File: config.mk
export PLATFORM = sky130hd
export DESIGN_NAME = fpu_exponent_aligner_flat
export DESIGN_NICKNAME = d
export VERILOG_FILES = /design/src/rtl/fpu_exponent_aligner_if.sv /design/src/rtl/fpu_exponent_aligner.sv /design/src/flat_wrapper.sv
export SDC_FILE = /design/constraint.sdc
export NUM_CORES = 1
export LEC_CHECK = 0
export CAP_MARGIN = 20
export CORE_ASPECT_RATIO = 0.6
export CORE_MARGIN = 5
export CORE_UTILIZATION = 51
export CTS_CLUSTER_SIZE = 20
export DETAILED_ROUTE_END_ITERATION = 7
export GPL_TIMING_DRIVEN = 0
export HOLD_SLACK_MARGIN = 0.12
export PLACE_DENSITY_LB_ADDON = 0.05
export SLEW_MARGIN = 20
export SYNTH_ARGS = -nofsm -noshare
export SYNTH_HDL_FRONTEND = slang
export SYNTH_SLANG_ARGS = --single-unit
File: constraint.sdc
create_clock -name clk -period 5.5 [get_ports clk]
set_input_delay 0.825 -clock clk [delete_from_list [all_inputs] [get_ports clk]]
set_output_delay 0.825 -clock clk [all_outputs]
set_load 0.05 [all_outputs]
File: src/rtl/fpu_exponent_aligner_if.sv
// Operand/result handshake bundle for the FP add/sub pre-adder alignment unit.
// Upstream plus the adder side use the master modport; the aligner uses the slave modport.
interface fpu_exponent_aligner_if #(
  parameter int Mantissa_Size = 23,
  parameter int Exponent_Size = 8
);
  logic                     in_valid;
  logic                     in_ready;
  logic [Mantissa_Size:0]   a_mantissa;
  logic [Exponent_Size-1:0] a_exponent;
  logic [Mantissa_Size:0]   b_mantissa;
  logic [Exponent_Size-1:0] b_exponent;
  logic                     out_valid;
  logic                     out_ready;
  logic [Mantissa_Size:0]   large_mantissa;
  logic [Mantissa_Size+3:0] small_mantissa;
  logic [Exponent_Size-1:0] common_exponent;
  logic                     swapped;

  modport master (
    output in_valid, a_mantissa, a_exponent, b_mantissa, b_exponent, out_ready,
    input  in_ready, out_valid, large_mantissa, small_mantissa, common_exponent, swapped
  );

  modport slave (
    input  in_valid, a_mantissa, a_exponent, b_mantissa, b_exponent, out_ready,
    output in_ready, out_valid, large_mantissa, small_mantissa, common_exponent, swapped
  );
endinterface

File: src/rtl/fpu_exponent_aligner.sv
// Multi-cycle exponent aligner: picks the larger-exponent operand and right-shifts the
// other mantissa one bit per cycle, keeping guard/round/sticky, until exponents match.
module fpu_exponent_aligner #(
  parameter int Mantissa_Size = 23,
  parameter int Exponent_Size = 8
) (
  input  logic clk,
  input  logic rst,
  fpu_exponent_aligner_if.slave bus
);
  localparam int W = Mantissa_Size + 4;
  localparam logic [Exponent_Size-1:0] W_CAP = Exponent_Size'(W);

  typedef enum logic [1:0] {S_IDLE, S_SHIFT, S_DONE} state_t;

  state_t                   r_state;
  logic [Exponent_Size-1:0] r_count;
  logic [Mantissa_Size:0]   r_large_mantissa;
  logic [W-1:0]             r_small;
  logic [Exponent_Size-1:0] r_common_exponent;
  logic                     r_swapped;

  logic                     w_a_ge_b;
  logic [Exponent_Size-1:0] w_diff;
  logic [Exponent_Size-1:0] w_load_count;

  always_comb begin
    w_a_ge_b     = (bus.a_exponent >= bus.b_exponent);
    w_diff       = w_a_ge_b ? (bus.a_exponent - bus.b_exponent)
                            : (bus.b_exponent - bus.a_exponent);
    // Beyond W shifts every original bit is already folded into sticky.
    w_load_count = (w_diff > W_CAP) ? W_CAP : w_diff;
  end

  always_ff @(posedge clk or posedge rst) begin
    if (rst) begin
      r_state           <= S_IDLE;
      r_count           <= '0;
      r_large_mantissa  <= '0;
      r_small           <= '0;
      r_common_exponent <= '0;
      r_swapped         <= 1'b0;
    end else begin
      unique case (r_state)
        S_IDLE: begin
          if (bus.in_valid) begin
            if (w_a_ge_b) begin
              r_large_mantissa  <= bus.a_mantissa;
              r_small           <= {bus.b_mantissa, 3'b000};
              r_common_exponent <= bus.a_exponent;
              r_swapped         <= 1'b0;
            end else begin
              r_large_mantissa  <= bus.b_mantissa;
              r_small           <= {bus.a_mantissa, 3'b000};
              r_common_exponent <= bus.b_exponent;
              r_swapped         <= 1'b1;
            end
            r_count <= w_load_count;
            r_state <= (w_load_count == '0) ? S_DONE : S_SHIFT;
          end
        end
        S_SHIFT: begin
          r_small <= {1'b0, r_small[W-1:2], r_small[1] | r_small[0]};
          r_count <= r_count - 1'b1;
          if (r_count == Exponent_Size'(1)) r_state <= S_DONE;
        end
        S_DONE: begin
          if (bus.out_ready) r_state <= S_IDLE;
        end
        default: r_state <= S_IDLE;
      endcase
    end
  end

  assign bus.in_ready        = (r_state == S_IDLE);
  assign bus.out_valid       = (r_state == S_DONE);
  assign bus.large_mantissa  = r_large_mantissa;
  assign bus.small_mantissa  = r_small;
  assign bus.common_exponent = r_common_exponent;
  assign bus.swapped         = r_swapped;
endmodule

File: src/flat_wrapper.sv
// flat-port wrapper written by rule: the top's interface ports become plain ports
module fpu_exponent_aligner_flat 
#(
  parameter int Mantissa_Size = 23,
  parameter int Exponent_Size = 8
)
  (clk, rst, bus_in_valid, bus_a_mantissa, bus_a_exponent, bus_b_mantissa, bus_b_exponent, bus_out_ready, bus_in_ready, bus_out_valid, bus_large_mantissa, bus_small_mantissa, bus_common_exponent, bus_swapped);
  fpu_exponent_aligner_if #(.Mantissa_Size(Mantissa_Size), .Exponent_Size(Exponent_Size)) bus_i ();
  input  logic clk;
  input  logic rst;
  input wire logic [$bits(bus_i.in_valid)-1:0] bus_in_valid;
  input wire logic [$bits(bus_i.a_mantissa)-1:0] bus_a_mantissa;
  input wire logic [$bits(bus_i.a_exponent)-1:0] bus_a_exponent;
  input wire logic [$bits(bus_i.b_mantissa)-1:0] bus_b_mantissa;
  input wire logic [$bits(bus_i.b_exponent)-1:0] bus_b_exponent;
  input wire logic [$bits(bus_i.out_ready)-1:0] bus_out_ready;
  output wire logic [$bits(bus_i.in_ready)-1:0] bus_in_ready;
  output wire logic [$bits(bus_i.out_valid)-1:0] bus_out_valid;
  output wire logic [$bits(bus_i.large_mantissa)-1:0] bus_large_mantissa;
  output wire logic [$bits(bus_i.small_mantissa)-1:0] bus_small_mantissa;
  output wire logic [$bits(bus_i.common_exponent)-1:0] bus_common_exponent;
  output wire logic [$bits(bus_i.swapped)-1:0] bus_swapped;
  assign bus_i.in_valid = bus_in_valid;
  assign bus_i.a_mantissa = bus_a_mantissa;
  assign bus_i.a_exponent = bus_a_exponent;
  assign bus_i.b_mantissa = bus_b_mantissa;
  assign bus_i.b_exponent = bus_b_exponent;
  assign bus_i.out_ready = bus_out_ready;
  assign bus_in_ready = bus_i.in_ready;
  assign bus_out_valid = bus_i.out_valid;
  assign bus_large_mantissa = bus_i.large_mantissa;
  assign bus_small_mantissa = bus_i.small_mantissa;
  assign bus_common_exponent = bus_i.common_exponent;
  assign bus_swapped = bus_i.swapped;
  fpu_exponent_aligner #(.Mantissa_Size(Mantissa_Size), .Exponent_Size(Exponent_Size)) u_core (.clk(clk), .rst(rst), .bus(bus_i));
endmodule
==> results_dict.tcl <==
set metrics [dict create \
    layout_common_cells "clkdlybuf4s50_1, o21ai_0, dfrtp_1, mux2i_1, nand2_1" \
    yosysWarnings 0 \
    busiest_layer "met2" \
    pin_count 130 \
    synthCells 451 \
    num-fill-cells 589 \
    drc 0 \
    clock_skew_ns 0.005075 \
    fin_crit_sh_pct 73.67 \
    ys_seq_area_share_pct 41.24 \
    finalCriticalPeriod_ns 4.052 \
    syn2layout_area_growth_pct 41.91 \
    synth.distinct_cells 54 \
    status "completed" \
    start_util_pct 53.05 \
    rsz0062_at_grt "false" \
    grt_max_degree 50 \
    setup_ws_ns 1.448 \
    worstSetupStartpointType "input port" \
    grt_usage_pct 27.08 \
    whs_ns 0.4814 \
    critPathArrivalTime_ns 4.24 \
    postCtsHoldBufs 0 \
    dp.final_hpwl_um 10280 \
    synthArstFlopShare_pct 100.0 \
    syn_avg_cell_area_sq_um 9.419 \
    vias 4103 \
    post_cts_buffers 0 \
    overflow 0 \
    drv_cap 0 \
    hold_viol 0 \
    nets 679 \
    worst_ep_required_time_ns 5.69 \
    ys_ff_latch 70 \
    crit_fanout 10 \
    place_ws_ns 1.151 \
    antenna_found_initial 0 \
    tns_ns 0 \
    synthTopCellsByArea "dfrtp_1, mux2i_1, o21ai_0, ha_1, nand2_1" \
    clkLatencyLatePin_ns 0.34 \
    row_count 25 \
    cts_root_buf "clkbuf_16" \
    clock_sinks 70 \
    io_buffers 129 \
    core_sq_mm 0.008008 \
    grt_pass1_wl_um 21670 \
    worst_ir_drop_vdd_uv 425.5 \
    endpoint_kind "flip-flop" \
    slew_violations 0 \
    dieArea_sq_mm 0.01031 \
    synth_top_area_cell "dfrtp_1" \
    setup_violations 0 \
    first_pass_iters 5 \
    dieWidth_um 127.8 \
    grtUsageMet3_pct 9.435 \
    wl_um 13580 \
    gp_congestion 0.8741 \
    postCtsResizedCells 0 \
    grt_pass1_vias 4199 \
    relSlewSlack_pct 40.99 \
    first_iter_violations 451 \
    synth_ff_type "dfrtp_1" \
    numCtsBuffers 9 \
    cts_max_level 3 \
    antenna_cells 0 \
    grt.met2_usage_pct 41.81 \
    cts_tree "built" \
    clockBufferDepth 2 \
    crit_type "input port to flip-flop" \
    drive_above_1_share_pct 5.528 \
    wl_per_cell_um 19.27 \
    power_leakage_uw 0.002671 \
    max_freq_ghz 0.2468 \
    worst_pin_slew_ns 0.8852 \
    yosysTopAreaCellShare_pct 41.24 \
    ant_nets 0 \
    p_per_area_mw_per_mm2 598.8 \
    clkTransAtPathRegs_ns 0.06 \
    hp-class "flip-flop to flip-flop" \
    grt_use_met1_pct 36.52 \
    syn_area_sq_mm 0.004248 \
    syn-num-nets 538 \
    final_common_cell "clkdlybuf4s50_1" \
    vias_per_cell 5.820 \
    die_y_um 80.69 \
    synth_edf_count 0 \
]
[worst paths after layout]
| path | cells past startpoint | slack, ns | start | endpoint |
|---|---|---|---|---|
| min in group asynchronous | 2 | 0.80 | rst | u_core.bus.common_exponent[2] |
| max reg2reg | 7 | 3.41 | u_core.r_state[1] | u_core.bus.small_mantissa[14] |
| max | 12 | 1.45 | bus_b_exponent[0] | u_core.bus.large_mantissa[7] |
| max in group asynchronous | 3 | 4.16 | rst | u_core.bus.large_mantissa[5] |
| min reg2reg | 2 | 0.48 | u_core.bus.large_mantissa[6] | u_core.bus.large_mantissa[6] |
| min | 2 | 0.48 | u_core.bus.large_mantissa[6] | u_core.bus.large_mantissa[6] |
[sequential cells by signal, indices dropped and copies added (netlist names)]
register	flops
u_core.bus.common_exponent	8
u_core.r_count	8
u_core.r_state	2
u_core.bus.small_mantissa	27
u_core.bus.swapped	1
u_core.bus.large_mantissa	24
[area by class of cell]
type	count	area (sq um)	share of cell area [%]
Buffer	31	146.4	2.428
Clock buffer	11	242.7	4.027
Clock inverter	5	81.33	1.349
Inverter	23	88.84	1.474
Multi-Input combinational cell	327	2263	37.55
Sequential cell	70	1752	29.06
Tap cell	108	135.1	2.242
Timing Repair Buffer	130	1319	21.88
[report_power, final]
part           switching [uW]  total, uW  internal (uW)  leakage (uW)
clock network             225        636            410      0.000156
registers                 176        929            753      0.000873
logic                    1370       2050            674       0.00164
total                    1770       3610           1840       0.00267
[metrics by stage]
step	cell area (sq um)	utilization (%)	cells	power (uW)
floorplan	4248	-	451	2223
global placement	5674	70.86	688	2905
detailed placement	5704	71.23	689	2966
CTS	6028	75.28	705	3618
global route	6028	75.28	705	3794
finish	6028	75.28	705	3609
[cell families (layout without fill, tap and decap cells)]
kind of cell / count (synthesis) / after routing / share of synthesized area, %
AO/OA/AOI/OAI: 148 / 148 / 21.77
AND/OR/NAND/NOR: 101 / 101 / 11.55
adder cells (fa/ha/maj): 19 / 19 / 5.950
XOR/XNOR: 6 / 6 / 1.237
buffers and inverters: 54 / 200 / 5.479
multiplexers: 53 / 53 / 12.78
flip-flops: 70 / 70 / 41.24
[worst max-delay path: stages]
cell and delay, ns:
clkdlybuf4s50_1 0.53, ha_1 0.20, inv_1 0.06, fa_1 0.42
nand3_1 0.11, and3_1 0.19, o21a_1 0.12, clkbuf_1 0.25
buf_2 0.41, buf_1 0.71, mux2i_1 0.27, o21ai_0 0.12
[metal layers]
layer	vias up	wire, um
met4	0	136
met5	-	0
met2	192	6006
li1	1914	-
met1	1984	6155
met3	13	1286
[Yosys cell counts, drive strengths merged (4+ instances only)]
cell type   n
o21ai      72
dfrtp      70
mux2i      52
nand2      49
a22oi      23
inv        23
clkbuf     20
a21oi      19
ha         17
nor2       15
buf        11
nand3       6
nor2b       5
o211ai      5
a211oi      4
a21o        4
nand2b      4
Note: power is estimated with default switching activity, not from simulation.
